### src/rtl/multicore_run_controller.sv
// -----------------------------------------------------------------------------
// multicore_run_controller
//
// Purpose:
//   Run controller for an array of processor cores. On a start request it
//   holds the cores in reset for RST_CYCLES cycles, then enables them and
//   counts run cycles. Each core is retired when its instruction-memory
//   address equals the halt address latched at start. When every core has
//   retired the controller reports done. If the watchdog window runs out
//   first, it reports timeout. Both flags stay set until the next start or rst.
//
// Optional feature (macro MEMWR_COUNT_EN):
//   Defined   : adds wr_count, which holds one saturating 16-bit MEMWR counter
//               per core.
//   Undefined : wr_count is absent and core_memwr is ignored.
//
// Ports:
//   clk          system clock, rising edge
//   rst          synchronous active-high reset
//   start        single-cycle run request (ignored while busy)
//   halt_addr    IMADDR value meaning "program finished", sampled at start
//   core_pc      packed IMADDR per core, core i at [i*ADDR_WIDTH +: ADDR_WIDTH]
//   core_memwr   per-core MEMWR strobe
//   core_rst     reset to all cores
//   core_en      per-core run enable
//   busy         high while resetting cores or running
//   done         all cores finished (sticky)
//   timeout      watchdog expired (sticky)
//   done_mask    sticky per-core finished flags
//   cycle_count  RUN cycles elapsed
//   wr_count     (MEMWR_COUNT_EN only) per-core MEMWR counts, packed like core_pc
// -----------------------------------------------------------------------------
module multicore_run_controller #(
   parameter int unsigned NUM_CORES      = 2,
   parameter int unsigned ADDR_WIDTH     = 16,
   parameter int unsigned CNT_WIDTH      = 32,
   parameter int unsigned RST_CYCLES     = 2,
   parameter int unsigned TIMEOUT_CYCLES = 1000
) (
   input  logic                            clk,
   input  logic                            rst,
   input  logic                            start,
   input  logic [ADDR_WIDTH-1:0]           halt_addr,
   input  logic [NUM_CORES*ADDR_WIDTH-1:0] core_pc,
   input  logic [NUM_CORES-1:0]            core_memwr,
   output logic                            core_rst,
   output logic [NUM_CORES-1:0]            core_en,
   output logic                            busy,
   output logic                            done,
   output logic                            timeout,
   output logic [NUM_CORES-1:0]            done_mask,
   output logic [CNT_WIDTH-1:0]            cycle_count
`ifdef MEMWR_COUNT_EN
   ,
   output logic [NUM_CORES*16-1:0]         wr_count
`endif
);

   // Reset-phase counter only needs to hold RST_CYCLES-1
   localparam int unsigned RCW = (RST_CYCLES > 1) ? $clog2(RST_CYCLES) : 1;
   localparam int unsigned WRW = 16;

   localparam logic [2:0] S_IDLE        = 3'd0;
   localparam logic [2:0] S_RESET_CORES = 3'd1;
   localparam logic [2:0] S_RUN         = 3'd2;
   localparam logic [2:0] S_DONE        = 3'd3;
   localparam logic [2:0] S_TIMEOUT     = 3'd4;

   logic [2:0]            state, state_nxt;
   logic [RCW-1:0]        rst_cnt, rst_cnt_nxt;
   logic [ADDR_WIDTH-1:0] halt_q, halt_nxt;
   logic [CNT_WIDTH-1:0]  count_nxt;
   logic [NUM_CORES-1:0]  mask_nxt;
   logic                  done_nxt;
   logic                  timeout_nxt;
   logic                  core_rst_nxt;
   logic [NUM_CORES-1:0]  core_en_nxt;
   logic                  busy_nxt;
   logic [NUM_CORES-1:0]  hit;
   logic                  launch;

   // A start is honoured only when the controller is not busy
   assign launch = start && ((state == S_IDLE) || (state == S_DONE) || (state == S_TIMEOUT));

   // Per-core halt detection. An already-retired core has core_en low and cannot re-hit.
   always_comb begin
      hit = '0;
      for (int i = 0; i < NUM_CORES; i++) begin
         hit[i] = core_en[i] && (core_pc[i*ADDR_WIDTH +: ADDR_WIDTH] == halt_q);
      end
   end

   // Next-state and next-output logic
   always_comb begin
      state_nxt   = state;
      rst_cnt_nxt = rst_cnt;
      halt_nxt    = halt_q;
      count_nxt   = cycle_count;
      mask_nxt    = done_mask;
      done_nxt    = done;
      timeout_nxt = timeout;

      case (state)
         S_IDLE, S_DONE, S_TIMEOUT: begin
            if (launch) begin
               state_nxt   = S_RESET_CORES;
               halt_nxt    = halt_addr;
               count_nxt   = '0;
               mask_nxt    = '0;
               done_nxt    = 1'b0;
               timeout_nxt = 1'b0;
               rst_cnt_nxt = RCW'(RST_CYCLES - 1);
            end
         end
         S_RESET_CORES: begin
            if (rst_cnt == '0) begin
               state_nxt = S_RUN;
            end else begin
               rst_cnt_nxt = rst_cnt - RCW'(1);
            end
         end
         S_RUN: begin
            count_nxt = cycle_count + CNT_WIDTH'(1);
            mask_nxt  = done_mask | hit;
            // All-done takes priority over a watchdog expiry on the same edge
            if (&mask_nxt) begin
               state_nxt = S_DONE;
               done_nxt  = 1'b1;
            end else if (cycle_count == CNT_WIDTH'(TIMEOUT_CYCLES - 1)) begin
               state_nxt   = S_TIMEOUT;
               timeout_nxt = 1'b1;
            end
         end
         default: begin
            state_nxt = S_IDLE;
         end
      endcase

      // Control outputs are registered from the state being entered
      core_rst_nxt = (state_nxt == S_IDLE) || (state_nxt == S_RESET_CORES);
      busy_nxt     = (state_nxt == S_RESET_CORES) || (state_nxt == S_RUN);
      core_en_nxt  = (state_nxt == S_RUN) ? ~mask_nxt : '0;
   end

   // State and output registers
   always_ff @(posedge clk) begin
      if (rst) begin
         state       <= S_IDLE;
         rst_cnt     <= '0;
         halt_q      <= '0;
         cycle_count <= '0;
         done_mask   <= '0;
         done        <= 1'b0;
         timeout     <= 1'b0;
         core_rst    <= 1'b1;
         core_en     <= '0;
         busy        <= 1'b0;
      end else begin
         state       <= state_nxt;
         rst_cnt     <= rst_cnt_nxt;
         halt_q      <= halt_nxt;
         cycle_count <= count_nxt;
         done_mask   <= mask_nxt;
         done        <= done_nxt;
         timeout     <= timeout_nxt;
         core_rst    <= core_rst_nxt;
         core_en     <= core_en_nxt;
         busy        <= busy_nxt;
      end
   end

`ifdef MEMWR_COUNT_EN
   logic [NUM_CORES*WRW-1:0] wr_nxt;

   // MEMWR counters count only enabled cores in RUN, saturate, and clear on launch
   always_comb begin
      wr_nxt = wr_count;
      if (launch) begin
         wr_nxt = '0;
      end else if (state == S_RUN) begin
         for (int i = 0; i < NUM_CORES; i++) begin
            if (core_en[i] && core_memwr[i] && (wr_count[i*WRW +: WRW] != 16'hFFFF)) begin
               wr_nxt[i*WRW +: WRW] = wr_count[i*WRW +: WRW] + 16'd1;
            end
         end
      end
   end

   always_ff @(posedge clk) begin
      if (rst) begin
         wr_count <= '0;
      end else begin
         wr_count <= wr_nxt;
      end
   end
`else
   // MEMWR strobes have no consumer in this build
   logic unused_memwr;
   assign unused_memwr = ^{core_memwr, WRW[0]};
`endif

endmodule

### config.mk
export PLATFORM = sky130hd
export DESIGN_NAME = multicore_run_controller
export DESIGN_NICKNAME = d
export VERILOG_FILES = /design/src/rtl/multicore_run_controller.sv
export SDC_FILE = /design/constraint.sdc
export NUM_CORES = 1
export LEC_CHECK = 0
export BUFFER_PORTS_ARGS = -buffer_cell sky130_fd_sc_hd__buf_2
export CAP_MARGIN = 20
export CORE_MARGIN = 10
export CORE_UTILIZATION = 36
export DETAILED_ROUTE_END_ITERATION = 6
export SETUP_SLACK_MARGIN = 0.2
export SYNTH_ARGS = -nofsm -noshare
export SYNTH_HDL_FRONTEND = slang
export SYNTH_SLANG_ARGS = --single-unit
### constraint.sdc
create_clock -name clk -period 7 [get_ports clk]
set_clock_uncertainty 0.15 [all_clocks]
set_input_delay 1.4 -clock clk [delete_from_list [all_inputs] [get_ports clk]]
set_output_delay 1.4 -clock clk [all_outputs]
set_load 0.1 [all_outputs]
# Yosys cells after proc, flatten, opt, wreduce, memory -nomap -nowiden

Cells that the tools add are included.

Add/subtract/negate cells: 2
Eq/ne operators: 13
Muxes and demuxes: 18
Bitwise operators: 3
Reductions and logical operators: 19

Operator list:

| operator                                         | count |
|---|---|
| one-hot mux 32 bit (2 select lines)              | 1 |
| adder 32 x 1 -> 32 bit (second input constant)   | 1 |
| == test 16 bit                                   | 2 |
| == test 32 x 10 -> 1 bit (second input constant) | 1 |
| two-way mux 32 bit                               | 1 |
| two-way mux 3 bit                                | 4 |
| == test 3 x 2 -> 1 bit (second input constant)   | 3 |
| one-hot mux 3 bit (3 select lines)               | 1 |
| != test 2 bit (second input constant)            | 4 |
| AND reduction 2 bit                              | 4 |
| == test 3 x 1 -> 1 bit (second input constant)   | 2 |
| zero test 3 bit                                  | 2 |
| two-way mux 1 bit                                | 6 |
| one-hot mux 1 bit (2 select lines)               | 3 |
| logical OR 1 bit                                 | 4 |
| one-hot mux 2 bit (2 select lines)               | 1 |
| AND reduction 4 bit                              | 1 |
| nonzero test 2 bit                               | 2 |
| == test 3 bit (second input constant)            | 1 |
| logical AND 1 bit                                | 3 |
| AND reduction 3 bit                              | 1 |
| OR reduction 3 bit                               | 1 |
| two-way mux 2 bit                                | 1 |
| inverter 2 bit                                   | 1 |
| 4 further kinds                                  | 4 |

Register bits: 60
Output and inout bits: 40
Word-level logic and storage cells: 65

# Depth between registers and ports, before layout

Gate-level depths: netlist of run 1.

Depth in word-level cells: 9
Gate-level depth with buffers: 8
Depth with buffers taken out: 7

# Worst setup path after synthesis of run 1

OpenSTA, ideal clock, no wires.

Path type: register to register
Start point: register cycle_count[5]
End point: register cycle_count[29]
Data arrival time: 2,965 ps
Data required time: 6,780 ps
Slack: 3,814 ps
Stages on the path, launching flop included: 9
Path buffers: 2
Period minus slack after synthesis: 3,186 ps
Path through: dfxtp_1 > and3_1 > nand3_1 > or4_1 > buf_2 > or2_1 > clkbuf_2 > or3_1 > a21oi_1

Longest elaborated chain between the ends: 2

RTL lines:

| item                                | line | source |
|---|---|---|
| from (decl)                         | 52   | `output logic [CNT_WIDTH-1:0] cycle_count` |
| from (signal assigned)              | 162  | `cycle_count <= count_nxt;` |
| adder 32 x 1 -> 32 bit              | 123  | `count_nxt = cycle_count + CNT_WIDTH'(1);` |
| one-hot mux 32 bit (2 select lines) | 103  | `case (state)` |

No other way between the ends.
A chain may end at the register's enable or synchronous reset.

# Final worst setup path of run 1

Start point: input port core_pc[24]
End point: register core_rst

Longest elaborated chain between the ends: 8

RTL lines:

| item                                                      | line | source |
|---|---|---|
| from (decl)                                               | 44   | `input logic [NUM_CORES*ADDR_WIDTH-1:0] core_pc,` |
| == test 16 bit (*)                                        | 89   | `hit[i] = core_en[i] && (core_pc[i*ADDR_WIDTH +: ADDR_WIDTH] == halt_q);` |
| logical AND 1 bit (*)                                     | 89   |  |
| OR 2 bit (*)                                              | 124  | `mask_nxt = done_mask \| hit;` |
| AND reduction 2 bit (*)                                   | 126  | `if (&mask_nxt) begin` |
| two-way mux 3 bit (*)                                     | 126  |  |
| one-hot mux 3 bit (3 select lines) (*)                    | 103  |  |
| == test 3 x 1 -> 1 bit or zero test 3 bit (tied branches) | 140  | `core_rst_nxt = (state_nxt == S_IDLE) \|\| (state_nxt == S_RESET_CORES);` |
| logical OR 1 bit (*)                                      | 140  |  |
| to (signal assigned)                                      | 166  | `core_rst <= core_rst_nxt;` |
| to (decl)                                                 | 46   | `output logic core_rst,` |

Mark *: on every way between the ends. The rest lies on a longest branch, timed or not.

==> impl_metrics.toml, run 1 <==
[run_status]
status = "finished, final reports clean"

[grt]
grt_usage = 0.140
grt_max_degree = 56
grt_antenna_before_repair = 0
grt_pass1_wl_um = 14900
grt_overflow = 0
grt_pass1_vias = 2931

[logic_synthesis]
synth_seq_area_share = 0.394
syn_avg_cell_area_sq_um = 8.04
yosysWarningCount = 0
synth.cell_area_sq_um = 3050
synth.distinct_cells = 44
synth_cells = 379
ys_seq_elements = 60
synthFlopType = "dfxtp_1"
syn-num-nets = 433
synth_edf_count = 0
async_flop_share = 0

[clock_network]
cts_root_buf = "clkbuf_8"
ctsHtreeMaxLevel = 3
clk_path_buf_depth = 2
cts_tree = "done"
cts.sinks = 60
holdBufCountCts = 0
cts_setup_buffers = 0
clk_pin_slew_ns = 0.06
numCtsBuffers = 9
clk_latency_ns = 0.33
cts_repair_resize_count = 0

[min_path]
hold_path.class = "reg -> reg"
min_delay_path_depth = 2

[sta]
tightest_slew_ns = 1.05
rsz0062_at_grt = "false"
fin_crit_ns = 2.92
finalSetupViolCount = 0
period_share = 0.417
hold_viol = 0
setup_tns_ns = 0
relSlewSlack = 0.303
timing.final.ws_setup_ns = 4.08
max_freq_ghz = 0.342
slew_violations = 0

[die]
num_rows = 33
core_area_sq_um = 8220
dieArea_sq_um = 12500
ios = 93
die_x_um = 112
die_h_um = 112
start_util = 0.371

[power_and_ir_drop]
combinationalPowerShare = 0.159
p_clk_frac = 0.353
total_power_mw = 0.750
powerDensity_nw_per_um2 = 201
p_seq_frac = 0.488
vdd_ir_drop_max_mv = 0.0785
p_int_mw = 0.534
p_leak_nw = 1.43
power_switching_mw = 0.215
netSwitchingFraction = 0.288

[critical_path]
cp-start-kind = "input port"
crit_fanout = 5
crit_arrival_ns = 2.99
crit_path_end_kind = "flop"
worstSetupPathType = "in -> reg"
reg2regPathDepth = 6
required_ns = 7.06

[final_layout]
fillers = 864
final_common_cell = "buf_2"
seq_area_sq_um = 1200
n_antenna_cell = 0
final_cell_mix = "90 x buf_2, 60 x dfxtp_1, 59 x nand2_1"
nets = 516
area_growth_syn_to_layout_pct = 22.5
drive_above_1_share = 0.253
multiInputGateArea_sq_um = 1760

[place]
io_buffers = 90
place.gp.congestion = 0.905
hpwl_um = 6670
dp_slack_ns = 3.71

[run]
max_cap_viol_count = 0

[drt]
postRouteAntennaNets = 0
via_count = 3052
routed_via_density = 5.34
drt_iter0_markers = 171
drc_errors = 0
firstDrtPassIters = 4
wl_um = 9120
wl_per_cell_um = 15.9
==> synthesized netlist by cell type, types with 3 or more instances <==
library cell,n,share of area
a21oi_1,45,0.074
nand3_1,21,0.034
o311ai_0,4,0.011
or3_1,10,0.021
clkbuf_1,16,0.020
nand4_1,10,0.021
nand2_1,59,0.073
xnor2_1,31,0.089
or4_1,6,0.015
nand3b_1,4,0.0099
nor3_1,7,0.011
dfxtp_1,60,0.39
nor4_1,6,0.012
and3_1,9,0.018
o21ai_0,5,0.0082
a311oi_1,4,0.011
nor2_1,27,0.033
o211ai_1,8,0.020
o21a_1,3,0.0074
mux2_2,10,0.037
==> worst paths after layout <==
kind / slack [ns] / from / endpoint
worst max-delay path: 4.08 / core_pc[24] / core_rst
worst min-delay path: 0.30 / done / done
worst max register to register: 4.16 / state[1] / cycle_count[24]
worst min register to register: 0.30 / done / done
==> final cells by class <==
type,count,area share
repair buffers,92,0.125
inverters,3,0.00302
multi-input cells,296,0.472
flip-flops and latches,60,0.322
well taps,105,0.0352
clock inverters,2,0.00268
clock buffers,14,0.0409
==> flip-flops by register name, summed over array words and instances, names as in the netlist <==
name and cells:
cycle_count 32, halt_q 16, state 3, core_en 2, done_mask 2, busy 1
core_rst 1, done 1, rst_cnt 1, timeout 1
==> through the flow <==
step / util / hold WS [ns] / cell area, sq um / cells
finish: 0.454 / 0.303 / 3730 / 572
global route: 0.454 / 0.319 / 3730 / 572
CTS: 0.454 / 0.311 / 3730 / 572
detailed placement: 0.434 / 0.298 / 3570 / 556
global placement: 0.434 / 0.292 / 3570 / 556
floorplan: - / 0.323 / 3050 / 379
==> power groups by stage <==
stage          logic (mW)  registers, mW  clock network (mW)
6_report            0.119          0.366               0.265
5_1_grt             0.131          0.367               0.291
4_1_cts             0.121          0.366               0.275
3_5_place_dp        0.120          0.373                   0
3_3_place_gp        0.119          0.373                   0
2_1_floorplan      0.0636          0.392                   0
==> metal layers <==
layer	share of wire	track usage	vias up
li1	-	-	1534
met1	0.47	0.180	1411
met2	0.44	0.214	105
met3	0.087	0.0469	2
met4	0.0034	0.0533	0
met5	0	0	-
==> worst max-delay path: stages <==
cell and delay, ns:
buf_2 0.10, xnor2_1 0.21, nand4_1 0.15, nor4_1 0.31
and3_1 0.27, o221ai_1 0.24, a41o_1 0.29
==> cells by family after synthesis <==
group                      after synthesis  share of synthesized area
xor gates and xnor gates                33                     0.0948
DFF                                     60                      0.394
AOI/OAI and AO/OA                       80                      0.161
adders and majority gates                1                    0.00410
muxes                                   10                     0.0369
and+or+nand+nor                        172                      0.280
buffers and inverters                   23                     0.0296
Note: power is estimated with default switching activity, not from simulation.
==> run 2, diff against run 1 <==
Clock period 7 ns to 2.9 ns, I/O delays scaled along.
==> impl_metrics.toml, run 2 (synthesis gave the netlist of run 1 again) <==
[sta]
relSlewSlack = 0.583
setup_tns_ns = 0
max_freq_ghz = 0.397
finalSetupViolCount = 0
slew_violations = 0
fin_hold_ws_ns = 0.316
tightest_slew_ns = 0.620
period_share = 0.869
fin_crit_ns = 2.52
rsz0062_at_grt = "false"
hold_viol = 0

[clock_network]
clk_latency_ns = 0.33
ctsHtreeMaxLevel = 3
clk_path_buf_depth = 2
cts_tree = "done"
numCtsBuffers = 9
cts.sinks = 60
holdBufCountCts = 0
cts_root_buf = "clkbuf_8"
clk_pin_slew_ns = 0.06

[die]
num_rows = 33
dieArea_sq_um = 12500
core_area_sq_um = 8220
ios = 93
start_util = 0.371
die_h_um = 112
die_x_um = 112

[grt]
grt_max_degree = 40
grt_overflow = 0
grt_pass1_vias = 2914
grt_pass1_wl_um = 14500
grt_usage = 0.136
grt_antenna_before_repair = 0

[drt]
via_count = 3056
postRouteAntennaNets = 0
wl_per_cell_um = 15.5
drt_iter0_markers = 115
routed_via_density = 5.31
drc_errors = 0
firstDrtPassIters = 4
wl_um = 8930

[final_layout]
post-route-util = 0.460
nets = 519
largest_register_ffs = 32
largestRegisters = "cycle_count: 32 flops, halt_q: 16 flops, state: 3 flops"
drive_above_1_share = 0.291
n_antenna_cell = 0
area_growth_syn_to_layout_pct = 24.1
largest-register = "cycle_count"
final_common_cell = "buf_2"
final_cell_mix = "90 x buf_2, 59 x nand2_1, 46 x dfxtp_1"

[critical_path]
crit_path_end_kind = "flop"
critPathTopFamily = "simple AND/OR/NAND/NOR gates"
timing.rr.end = "cycle_count[27]"
worstSetupPathType = "reg -> reg"
cp-start-kind = "flop"
worstPathCellList = "inv_2 > or3_1 > or4_4 > or2_1 > or3_1 > a21oi_1"
r2r_slack_ns = 0.38
crit_path_frequent_cell = "or3_1"
reg2reg_from = "state[1]"
cpPeakStageDelay_ns = 0.57
critPathBufInv = 1
crit_fanout = 10
crit_arrival_ns = 2.62
cpMaxStageDelayCell = "or4_4"
reg2regPathDepth = 6
required_ns = 3.00

[min_path]
hold_path.class = "reg -> reg"
min_to = "done"
min_delay_path_depth = 2
hold_start = "done"

[power_and_ir_drop]
p_int_mw = 1.26
p_seq_frac = 0.493
p_leak_nw = 1.45
vdd_ir_drop_max_mv = 0.205
power_switching_mw = 0.518
p_clk_frac = 0.343
combinationalPowerShare = 0.164
powerDensity_nw_per_um2 = 471
netSwitchingFraction = 0.290

[run]
max_cap_viol_count = 0

[run_status]
status = "finished, final reports clean"

[place]
place.gp.congestion = 0.864
io_buffers = 90
hpwl_um = 6730
==> run 2: changes by cell type in the layout (fill, tap and decap cells not counted), sizes merged <==
cell / change
clkinv: +1
clkbuf: -1
buf: +3
==> run 2: area by class of cell <==
type | count | area, sq um
Multi-Input combinational cell | 296 | 1770
Sequential cell | 60 | 1230
Tap cell | 105 | 131
Clock buffer | 13 | 139
Fill cell | 887 | 4440
Clock inverter | 3 | 15.0
Timing Repair Buffer | 95 | 488
Inverter | 3 | 11.3
==> run 2: how the worst max path moves through the flow <==
stage | from | endpoint | slack (ns) | cells after the start
after floorplan | cycle_count[1] | cycle_count[29] | 0.20 | 8
after global placement | state[1] | cycle_count[30] | 0.32 | 6
after detailed placement | state[1] | cycle_count[24] | 0.28 | 6
final | state[1] | cycle_count[27] | 0.38 | 6
after global routing | state[1] | cycle_count[29] | 0.26 | 6
after CTS | state[1] | cycle_count[24] | 0.25 | 6
==> run 2: worst register-to-register path: cells and delay by family (launching register included) <==
kind | cells | cell delay (ns)
compound gates | 1 | 0.15
buf+inv | 1 | 0.07
flops | 1 | 0.42
simple gates | 4 | 1.65
==> run 2: through the flow <==
stage	cells	area [sq um]	total power, mW	setup WS [ns]
3_5_place_dp	559	3620	1.19	0.281
4_1_cts	575	3770	1.81	0.249
2_1_floorplan	379	3080	1.10	0.205
5_1_grt	575	3780	1.88	0.262
6_report	575	3780	1.78	0.379
3_3_place_gp	559	3620	1.19	0.316
==> run 2: power groups by stage <==
| stage | clock (mW) | combinational (mW) | sequential, mW |
|---|---|---|---|
| 5_1_grt | 0.680 | 0.322 | 0.882 |
| 2_1_floorplan | 0 | 0.154 | 0.943 |
| 3_3_place_gp | 0 | 0.292 | 0.896 |
| 3_5_place_dp | 0 | 0.295 | 0.897 |
| 4_1_cts | 0.633 | 0.296 | 0.879 |
| 6_report | 0.612 | 0.292 | 0.878 |
==> run 2: timing repair <==
| action | 4_1_cts | 5_1_grt |
|---|---|---|
| resized for setup | 0 | 2 |
| setup buffers | 0 | 0 |
| endpoints found under the setup margin | 0 | 8 |
==> run 2: metal layers <==
layer  track usage  up-vias  routed length, um
met2         0.205       92               3860
li1              -     1537                  -
met3        0.0474       10                724
met1         0.177     1417               4230
met4        0.0482        0                108
met5             0        -                  0
==> run 3, diff against run 2 <==
Clock period 2.9 ns to 3 ns, I/O delays scaled along.
==> impl_metrics.toml, run 3 (synthesis gave the netlist of run 1 again) <==
[final_layout]
largestRegisters = "cycle_count: 32 flops, halt_q: 16 flops, state: 3 flops"
n_antenna_cell = 0
area_growth_syn_to_layout_pct = 24.2
largest-register = "cycle_count"
final_cell_mix = "90 x buf_2, 59 x nand2_1, 50 x dfxtp_1"
final_common_cell = "buf_2"
nets = 521
fillers = 840
post-route-util = 0.461
fin_area_sq_um = 3790
largest_register_ffs = 32
drive_above_1_share = 0.284

[sta]
hold_viol = 0
fin_crit_ns = 2.47
finalSetupViolCount = 0
timing.final.ws_setup_ns = 0.532
relSlewSlack = 0.531
tightest_slew_ns = 0.704
rsz0062_at_grt = "false"
max_freq_ghz = 0.405
slew_violations = 0
setup_tns_ns = 0
period_share = 0.823

[drt]
firstDrtPassIters = 4
via_count = 3044
wl_um = 9120
postRouteAntennaNets = 0
drt_iter0_markers = 181
drc_errors = 0
wl_per_cell_um = 15.8
routed_via_density = 5.28

[power_and_ir_drop]
powerDensity_nw_per_um2 = 464
p_leak_nw = 1.46
vdd_ir_drop_max_mv = 0.231

[clock_network]
ctsHtreeMaxLevel = 3
cts.sinks = 60
clk_pin_slew_ns = 0.07
cts_root_buf = "clkbuf_8"
holdBufCountCts = 0
cts_tree = "done"
clk_path_buf_depth = 2
numCtsBuffers = 9
clk_latency_ns = 0.33

[die]
num_rows = 33
die_x_um = 112
dieArea_sq_um = 12500
die_h_um = 112
ios = 93
start_util = 0.371
core_area_sq_um = 8220

[critical_path]
worstSetupPathType = "reg -> reg"
crit_arrival_ns = 2.58
crit_path_end_kind = "flop"
required_ns = 3.12
cp-start-kind = "flop"
r2r_slack_ns = 0.53
crit_fanout = 16

[grt]
grt_pass1_vias = 2974
grt_usage = 0.139
grt_max_degree = 36
grt_pass1_wl_um = 14700
grt_overflow = 0
grt_antenna_before_repair = 0

[place]
dp_slack_ns = 0.360
place.gp.congestion = 0.888
hpwl_um = 6800
placed_area_sq_um = 3620
io_buffers = 90

[run_status]
status = "finished, final reports clean"

[run]
max_cap_viol_count = 0

[min_path]
hold_path.class = "reg -> reg"
[run 3: final cells by class]
| type | count | area [sq um] | area share |
|---|---|---|---|
| inverter | 3 | 11.3 | 0.00297 |
| clock inverter | 2 | 10.0 | 0.00264 |
| tap | 105 | 131 | 0.0347 |
| multi-input combinational | 296 | 1760 | 0.466 |
| clock buffer | 14 | 153 | 0.0403 |
| sequential | 60 | 1210 | 0.321 |
| timing repair buffer | 97 | 503 | 0.133 |
[run 3: critical path, cell delays in order, from the launching register on]
cell and delay, ns:
dfxtp_1 0.42, inv_2 0.06, or3_1 0.44, or4_4 0.64, nor3_1 0.24, mux2_2 0.35, nor2_1 0.09
[run 3: repair_timing]
item	CTS	global route
endpoints found under the hold margin	0	0
setup endpoints to repair	0	2
gates resized for setup	0	1
buffers inserted	0	0
[run 3: path summary, 6_finish.rpt]
check            from              end  cells after the start
max          state[1]  cycle_count[28]                      6
min           timeout          timeout                      2
max reg2reg  state[1]  cycle_count[28]                      6
min reg2reg   timeout          timeout                      2
[run 3: metrics by stage]
stage	total power [mW]	cells	hold slack [ns]
after floorplan	1.06	379	0.323
after global placement	1.15	561	0.302
after detailed placement	1.16	561	0.304
after CTS	1.78	577	0.313
after global routing	1.85	577	0.336
final	1.76	577	0.316
[run 3: routing by layer]
metal / global-route usage / routed length (um) / up-vias
met5: 0 / 0 / -
met4: 0.0584 / 163 / 0
met3: 0.0410 / 686 / 16
met2: 0.198 / 3720 / 105
met1: 0.190 / 4550 / 1382
li1: - / - / 1541
[run 3: power by group]
part | switching (mW) | internal [mW]
logic | 0.178 | 0.107
registers | 0.0276 | 0.824
clock network | 0.299 | 0.321
total | 0.504 | 1.25
